### src/rtl/cap_pkg.sv
// cap_pkg: shared state encoding and default widths for the ADC capture controller.
package cap_pkg;
    localparam int CAP_ADDR_W = 14;
    localparam int CAP_DATA_W = 64;
    typedef enum logic [1:0] {
        S_IDLE    = 2'd0,
        S_ARMED   = 2'd1,
        S_CAPTURE = 2'd2,
        S_DONE    = 2'd3
    } cap_state_e;
endpackage

### src/rtl/cap_rd_pipe.sv
// cap_rd_pipe: delays each read grant by RD_LAT cycles to strobe returned RAM data.
module cap_rd_pipe
    import cap_pkg::*;
#(
    parameter int RD_LAT = 2,
    parameter int DATA_W = CAP_DATA_W
) (
    input  logic              i_125clk,
    input  logic              i_nreset,
    input  logic              i_gnt,
    input  logic [DATA_W-1:0] i_ram_q,
    output logic              o_rd_valid,
    output logic [DATA_W-1:0] o_rd_data
);
    logic [RD_LAT-1:0] vld;
    always_ff @(posedge i_125clk or negedge i_nreset)
        if (!i_nreset)
            vld <= '0;
        else
            vld <= RD_LAT'({vld, i_gnt});
    assign o_rd_valid = vld[RD_LAT-1];
    assign o_rd_data  = o_rd_valid ? i_ram_q : '0;
endmodule

### src/rtl/adc_capture_ctrl.sv
// adc_capture_ctrl: pre/post-trigger ADC capture into a circular RAM with host readback.
module adc_capture_ctrl
    import cap_pkg::*;
#(
    parameter int ADDR_W = CAP_ADDR_W,
    parameter int DATA_W = CAP_DATA_W,
    parameter int RD_LAT = 2
) (
    input  logic                i_125clk,
    input  logic                i_nreset,
    input  logic [DATA_W-1:0]   i_adc_data,
    input  logic                i_adc_valid,
    input  logic                i_arm,
    input  logic                i_trig,
    input  logic [ADDR_W-1:0]   i_post_len,
    input  logic                i_rd_req,
    input  logic [ADDR_W-1:0]   i_rd_addr,
    output logic                o_rd_gnt,
    output logic                o_rd_valid,
    output logic [DATA_W-1:0]   o_rd_data,
    output logic [DATA_W-1:0]   o_ram_data,
    output logic [ADDR_W-1:0]   o_ram_address,
    output logic [DATA_W/8-1:0] o_ram_byteen,
    output logic                o_ram_wbit,
    input  logic [DATA_W-1:0]   i_ram_q,
    output logic [1:0]          o_state,
    output logic [ADDR_W-1:0]   o_trig_addr,
    output logic                o_done
);
    localparam logic [1:0] IDLE    = S_IDLE;
    localparam logic [1:0] ARMED   = S_ARMED;
    localparam logic [1:0] CAPTURE = S_CAPTURE;
    localparam logic [1:0] DONE    = S_DONE;

    logic [1:0]        state;
    logic [ADDR_W-1:0] wr_ptr;
    logic [ADDR_W-1:0] remain;
    logic              host_side;
    logic              fire;

    assign host_side     = state == IDLE || state == DONE;
    assign o_ram_wbit    = i_nreset && !host_side && i_adc_valid;
    assign o_rd_gnt      = i_nreset && host_side && i_rd_req;
    assign fire          = state == ARMED && i_adc_valid && i_trig;
    assign o_ram_data    = o_ram_wbit ? i_adc_data : '0;
    assign o_ram_byteen  = o_ram_wbit ? '1 : '0;
    assign o_ram_address = o_ram_wbit ? wr_ptr : o_rd_gnt ? i_rd_addr : '0;
    assign o_state       = state;
    assign o_done        = state == DONE;

    // remain counts post-trigger samples still owed after the current one; a length of 0 wraps to the full RAM.
    always_ff @(posedge i_125clk or negedge i_nreset)
        if (!i_nreset) begin
            state       <= IDLE;
            wr_ptr      <= '0;
            remain      <= '0;
            o_trig_addr <= '0;
        end else begin
            if (o_ram_wbit)
                wr_ptr <= wr_ptr + ADDR_W'(1);
            if (host_side && i_arm) begin
                state       <= ARMED;
                wr_ptr      <= '0;
                o_trig_addr <= '0;
            end else if (fire) begin
                state       <= i_post_len == ADDR_W'(1) ? DONE : CAPTURE;
                remain      <= i_post_len - ADDR_W'(1);
                o_trig_addr <= wr_ptr;
            end else if (state == CAPTURE && i_adc_valid) begin
                state  <= remain == ADDR_W'(1) ? DONE : CAPTURE;
                remain <= remain - ADDR_W'(1);
            end
        end

    cap_rd_pipe #(
        .RD_LAT (RD_LAT),
        .DATA_W (DATA_W)
    ) u_rd_pipe (
        .i_125clk   (i_125clk),
        .i_nreset   (i_nreset),
        .i_gnt      (o_rd_gnt),
        .i_ram_q    (i_ram_q),
        .o_rd_valid (o_rd_valid),
        .o_rd_data  (o_rd_data)
    );
endmodule

### config.mk
export PLATFORM = sky130hd
export DESIGN_NAME = adc_capture_ctrl
export DESIGN_NICKNAME = d
export VERILOG_FILES = /design/src/rtl/cap_pkg.sv /design/src/rtl/cap_rd_pipe.sv /design/src/rtl/adc_capture_ctrl.sv
export SDC_FILE = /design/constraint.sdc
export NUM_CORES = 1
export LEC_CHECK = 0
export CAP_MARGIN = 20
export CORE_AREA = 8 8 123 125
export CTS_CLUSTER_DIAMETER = 200
export DETAILED_ROUTE_END_ITERATION = 10
export DIE_AREA = 0 0 131 133
export PLACE_DENSITY = 0.88
export SLEW_MARGIN = 20
export SYNTH_ARGS = -nofsm -noshare
export SYNTH_HDL_FRONTEND = slang
export SYNTH_SLANG_ARGS = --single-unit
export TNS_END_PERCENT = 10
### constraint.sdc
create_clock -name i_125clk -period 2.18 [get_ports i_125clk]
set_input_delay 0.327 -clock i_125clk [delete_from_list [all_inputs] [get_ports i_125clk]]
set_output_delay 0.327 -clock i_125clk [all_outputs]
set_load 0.02 [all_outputs]
After elaboration in Yosys (flattened, before gate mapping)
Cells that the tools add are included.
{ "totals": {"reg_bits": 46, "latch_bits": 0, "ramBits": 0, "mem_bits_ro": 0, "n_memories": 0} }
{ "op_classes": {"n_addsub": 3, "mul": 0, "n_div": 0, "n_lt_le_gt_ge": 0, "n_eq_ne": 5, "shift": 0, "muxes": 16, "bitwise_logic": 1, "n_reduce_logical": 16} }
{ "op_table": {"columns": ["op", "count"], "rows": [
  ["$mux W64", 2],
  ["$mux W14", 8],
  ["$eq A14 B1 Y1 const B", 2],
  ["$sub A14 B1 Y14 const B", 2],
  ["$add A14 B1 Y14 const B", 1],
  ["$logic_and A1 B1 Y1", 8],
  ["$mux W8", 1],
  ["$mux W2", 3],
  ["$reduce_bool A2 Y1", 3],
  ["$eq A2 B2 Y1 const B", 2],
  ["$reduce_bool A3 Y1", 1],
  ["$eq A2 B1 Y1 const B", 1],
  ["$logic_not A2 Y1", 1],
  ["$mux W1", 2],
  ["$reduce_and A2 Y1", 1],
  ["$logic_not A1 Y1", 1],
  ["$logic_or A1 B1 Y1", 1],
  ["$not A1 Y1", 1]
]} }

Depth between registers and ports, before layout
{ "logic_depth": {"word_depth": 7, "ltp_mapped": 8} }

Hierarchy
Synthesis repeated with hierarchy kept, for this count alone.
{ "hier_totals": {"cells_unflattened": 457, "hier_area_um2": 3677.3} }
{ "modules_own_cells": {"columns": ["mod", "n_inst", "cells_per_inst", "area_each_um2", "seq_area_each_um2"], "rows": [
  ["adc_capture_ctrl", 1, 385, 3116.7, 1101.1],
  ["cap_rd_pipe", 1, 72, 560.5, 50.0]
]} }

Least setup slack after synthesis
OpenSTA, ideal clock, no wires.
{ "synth_timing": {"path_kind": "flip-flop to output port", "start": "register state[0], in the netlist o_state[0]", "end": "output o_ram_data[54]", "arrival_ns": 2.196, "t_required_ns": 1.853, "slack_ns": -0.343, "stages_incl_launch_ff": 7, "cell_sequence": "dfrtp_1 > inv_1 > ha_1 > and3b_1 > clkbuf_1 > clkbuf_1 > and2_1"} }
{ "synth_between": {"elab_chain_cells": 6, "elab_cells_between_ends": 7} }
{ "synth_rtl": {"columns": ["element", "line", "text"], "rows": [
  ["from (decl)", "adc_capture_ctrl.sv:35", "logic [1:0] state;"],
  ["from (signal assigned)", "adc_capture_ctrl.sv:66", "state <= i_post_len == ADDR_W'(1) ? DONE : CAPTURE;"],
  ["from (signal assigned)", "adc_capture_ctrl.sv:70", "state <= remain == ADDR_W'(1) ? DONE : CAPTURE;"],
  ["$eq A2 B2 Y1 / $logic_not A2 Y1 (equally long branches)", "adc_capture_ctrl.sv:41", "assign host_side = state == IDLE || state == DONE;"],
  ["$logic_or A1 B1 Y1 *", "adc_capture_ctrl.sv:41", null],
  ["$logic_not A1 Y1 *", "adc_capture_ctrl.sv:42", "assign o_ram_wbit = i_nreset && !host_side && i_adc_valid;"],
  ["$logic_and A1 B1 Y1 * (2 in a row)", "adc_capture_ctrl.sv:42", null],
  ["named net o_ram_wbit", "adc_capture_ctrl.sv:24", "output logic o_ram_wbit,"],
  ["$mux W64 *", "adc_capture_ctrl.sv:45", "assign o_ram_data = o_ram_wbit ? i_adc_data : '0;"],
  ["to (decl)", "adc_capture_ctrl.sv:21", "output logic [DATA_W-1:0] o_ram_data,"]
]} }
Mark *: on every way through the listed nets, which the timed path passes. The rest lies on a longest branch.

Worst setup path in the final report
{ "layout_timing": {"start": "register state[1], in the netlist o_state[1]", "end": "output o_ram_address[2]"} }
{ "layout_between": {"elab_chain_cells": 6, "elab_cells_between_ends": 10} }
{ "layout_rtl": {"columns": ["element", "line", "text"], "rows": [
  ["$eq A2 B2 Y1 / $logic_not A2 Y1 (equally long branches)", "adc_capture_ctrl.sv:41", null],
  ["$logic_or A1 B1 Y1 *", "adc_capture_ctrl.sv:41", null],
  ["$logic_and A1 B1 Y1 / $logic_not A1 Y1 (equally long branches)", "adc_capture_ctrl.sv:43, adc_capture_ctrl.sv:42", null],
  ["$logic_and A1 B1 Y1 (on tied branches)", "adc_capture_ctrl.sv:43, adc_capture_ctrl.sv:42", null],
  ["$mux W14 / $logic_and A1 B1 Y1 (equally long branches)", "adc_capture_ctrl.sv:47, adc_capture_ctrl.sv:42", null],
  ["$mux W14 *", "adc_capture_ctrl.sv:47", "assign o_ram_address = o_ram_wbit ? wr_ptr : o_rd_gnt ? i_rd_addr : '0;"],
  ["to (decl)", "adc_capture_ctrl.sv:22", "output logic [ADDR_W-1:0] o_ram_address,"]
]} }
Mark *: on every way between the ends. The rest lies on a longest branch, timed or not.

==> results.tsv <==
stage	metric	value	unit
critical_path	worst_path_most_repeated_cell	sky130_fd_sc_hd__buf_6	
yosys	synth_async_sr_flop_share	100	%
placement	dp_hpwl	15200	µm
timing	worst_hold_slack	0.0278	ns
timing	maxSlewViolCount	0	
drt	drt.antenna.violating_nets	0	
yosys	synth_largest_type_area_fraction	32.0	%
placement	gp_congestion	0.875	
pwr	switching_power	2.37	mW
clock_network	cts_num_sinks	46	
yosys	compound_cell_area_share_of_the_yosys_netlist	12.3	%
clock_network	clkLatencyLatePin	0.29	ns
pwr	power.combinational.fraction	61.9	%
clock_network	cts.path.max_buffers	2	
drt	via_count	4631	
clock_network	clk_pin_slew	0.06	ns
yosys	avgSynthCellArea	7.79	µm²
pwr	pwr-share-seq	21.1	%
yosys	synth-warning-count	0	
pwr	power_leakage	3.23	nW
die	core_region_area	0.0131	mm²
critical_path	worst-setup-path-type	reg2out	
yosys	postSynthCellCount	462	
critical_path	worst_setup_path_end_kind	output port	
die	starting_density_of_the_core	27.5	%
critical_path	worstPathMaxFanout	8	
placement	place.port_buffers	331	
drt	wl_per_cell	19.0	µm
final_layout	fin_nets	977	
grt	grt_pass1_wl	25800	µm
timing	final_worst_path_period_share	104	%
critical_path	timing.critical_path.cells	ha_4, and3b_2, buf_6, clkbuf_16, a22o_1, buf_6	
timing	max_slew_margin	71.0	%
yosys	post_synth_mux_area_share	0.278	%
critical_path	worst_ep_arrival_time	1.94	ns
timing	max_clock_freq	442	MHz
status	violations	negative setup slack	
yosys	post_synth_and_or_nand_nor_area_fraction	41.4	%
critical_path	slowest_stage	sky130_fd_sc_hd__dfrtp_1	
die	io-pin-count	332	
hold_path	timing.hold.worst.class	in2async	
pwr	ir_worst_vdd	393	µV
critical_path	critical_path.top_delay_family	buffers and inverters	
yosys	fraction_of_the_mapped_netlist_area_in_adder_cells	2.78	%
yosys	ys_dominant_reg_cell	sky130_fd_sc_hd__dfrtp_1	
timing	final.setup_skew	0.00686	ns
placement	dp_worst_setup_slack	-0.282	ns
status	status	finished with violations	
critical_path	worst-path-buf-inv	3	
drt	drt-pass1-iter-count	4	
timing	hold_violation_total_from_the_final_report	0	
drt	drt-initial-drc-count	192	
clock_network	cts.hold.buffers_added	0	
timing	finalSetupViolations	34	
pwr	p_per_area	783	mW/mm²
critical_path	cp-start-kind	flip-flop	
grt	globalRouteOverflowTotal	0	
final_layout	fillerInstances	1145	
yosys	mappedNetlistNets	632	
yosys	synth.lib_cells_used.distinct	41	
critical_path	cpPeakStageDelay	0.41	ns
timing	max_slew.worst_pin.slew	0.435	ns
final_layout	drive_above_1_share	19.8	%
clock_network	root_buffer	sky130_fd_sc_hd__clkbuf_16	
yosys	synth-edff-count	0	
grt	grt_antenna_before_repair	0	
yosys	dominant_combinational_cell_family_by_area_after_synthesis	simple AND/OR/NAND/NOR gates	
grt	grt_pass1_vias	4493	
pwr	power.share.switching	40.6	%
yosys	synthXorXnorAreaFrac	5.60	%
yosys	post_synth_main_area_contributors	sky130_fd_sc_hd__dfrtp_1, sky130_fd_sc_hd__and2_1, sky130_fd_sc_hd__nand2_1	
final_layout	ant_cells	0	
die	die_x	131	µm
timing	post-route-worst-setup-slack	-0.0830	ns
clock_network	cts_buffers	5	
yosys	sequential_to_total_area_share_from_yosys_stat	32.0	%
grt	largest_net_degree_at_the_start_of_global_routing	66	
drt	drt_wl_total	18700	µm
yosys	post-synth-top-area-cell	sky130_fd_sc_hd__dfrtp_1	
clock_network	tritoncts	yes	
die	fp.dieH	133	µm
clock_network	h-tree-depth	2	
yosys	synthesized_flop_and_latch_total	46	
run	max_cap_viol_count	0	
pwr	internal_power	3.47	mW
drt	vias_per_std_cell	4.71	
die	number_of_rows_created_at_floorplan	42	
timing	final.min_clock_period	2.26	ns
grt	grtUsageTotal	19.2	%
pwr	share_of_power_burned_in_the_clock_network	17.1	%
drt	post-route-drc-count	0	
final_layout	area.growth.synth_to_final	108	%
timing	rsz_0062_raised_after_global_routing	true	
yosys	post_synthesis_instance_area	0.00360	mm²
die	floorplan.die_area	0.0174	mm²
critical_path	timing.critical_path.required	1.85	ns
## repair_timing
action | 4_1_cts | 5_1_grt
gates cloned | 0 | 4
resized for setup | 310 | 156
setup endpoints to repair | 87 | 93
pin swaps | 0 | 10
buffers inserted | 0 | 4
## registers in the layout, summed over array words and instances (netlist names)
name and count:
wr_ptr 14, o_state 2, o_trig_addr 14, u_rd_pipe.vld 2, remain 14
## cells in the mapped netlist, drive strengths merged (2+ instances only)
cell and number:
a21oi 24, a22o 14, and2 130, and3 6
buf 10, clkbuf 27, dfrtp 46, ha 8
inv 8, nand2 55, nand2b 2, nand3 3
nand4 5, nor2 28, nor3 14, nor3b 2
nor4 3, nor4b 2, o211ai 3, o21ai 18
o221ai 3, o311ai 2, or3 10, or4 3
xnor2 7, xor2 16
## metrics by stage
stage          area, µm²  utilization (%)  std cells  TNS, ns  total power [mW]
6_report            7470             57.1        984    -1.47              5.85
4_1_cts             7140             54.6        976    -1.77              5.52
5_1_grt             7470             57.1        984    -4.61              6.19
3_3_place_gp        7250             55.4        968   -18.67              4.65
3_5_place_dp        7250             55.4        968   -19.01              4.70
2_1_floorplan       3610                -        462        0              2.96
## final cells by class
| type | count | area (µm²) | share of cell area, % |
|---|---|---|---|
| clock buffers | 6 | 139 | 1.86 |
| repair buffers | 375 | 3570 | 47.9 |
| flip-flops and latches | 46 | 1150 | 15.4 |
| inverters | 8 | 30.0 | 0.402 |
| multi-input cells | 371 | 2290 | 30.7 |
| clock inverters | 2 | 60.1 | 0.804 |
| well taps | 176 | 220 | 2.95 |
## logic make-up after synthesis
logic type	Yosys count
buffers and inverters	45
AND/OR/NAND/NOR	270
adder cells (fa/ha/maj)	8
multiplexers	1
AO/OA/AOI/OAI	69
XOR/XNOR	23
flip-flops	46
## cell usage in the layout (no fill, tap or decap), drive strengths merged, types with 3 or more instances in the layout
cell             n
inv              8
nor3            14
dfrtp           46
o221ai           3
clkdlybuf4s50  241
and2           130
xnor2            7
o211ai           3
nand3            3
and3             6
a21oi           24
or3             10
xor2            16
ha               8
nor4             3
o21ai           18
or4              3
buf            130
nand4            5
a22o            14
clkbuf          10
nand2           55
nor2            28
## power by group through the flow
stage	Clock, mW	Sequential (mW)	Combinational [mW]
after floorplan	0	1.23	1.72
after global routing	1.06	1.26	3.88
after detailed placement	0	1.23	3.48
after global placement	0	1.22	3.43
after CTS	1.02	1.22	3.29
final	0.998	1.23	3.62
## metal layers
metal | global-route usage (%) | vias up | wire length [µm]
met2 | 35.3 | 251 | 9800
met5 | 0 | - | 0
li1 | - | 2227 | -
met1 | 20.7 | 2131 | 6530
met3 | 6.07 | 22 | 2100
met4 | 4.02 | 0 | 257
## final timing paths
kind | start | end | slack [ns] | cells after the start
setup / recovery | o_state[1] | o_ram_address[2] | -0.08 | 6
max in group asynchronous | i_nreset | remain[2] | 1.73 | 2
hold / removal | i_nreset | o_trig_addr[1] | 0.03 | 2
setup reg to reg | o_state[1] | remain[6] | 0.02 | 8
min in group i_125clk | u_rd_pipe.vld[0] | u_rd_pipe.vld[1] | 0.35 | 0
hold reg to reg | u_rd_pipe.vld[0] | u_rd_pipe.vld[1] | 0.35 | 0
No activity file was read; power rests on OpenSTA's default activity.
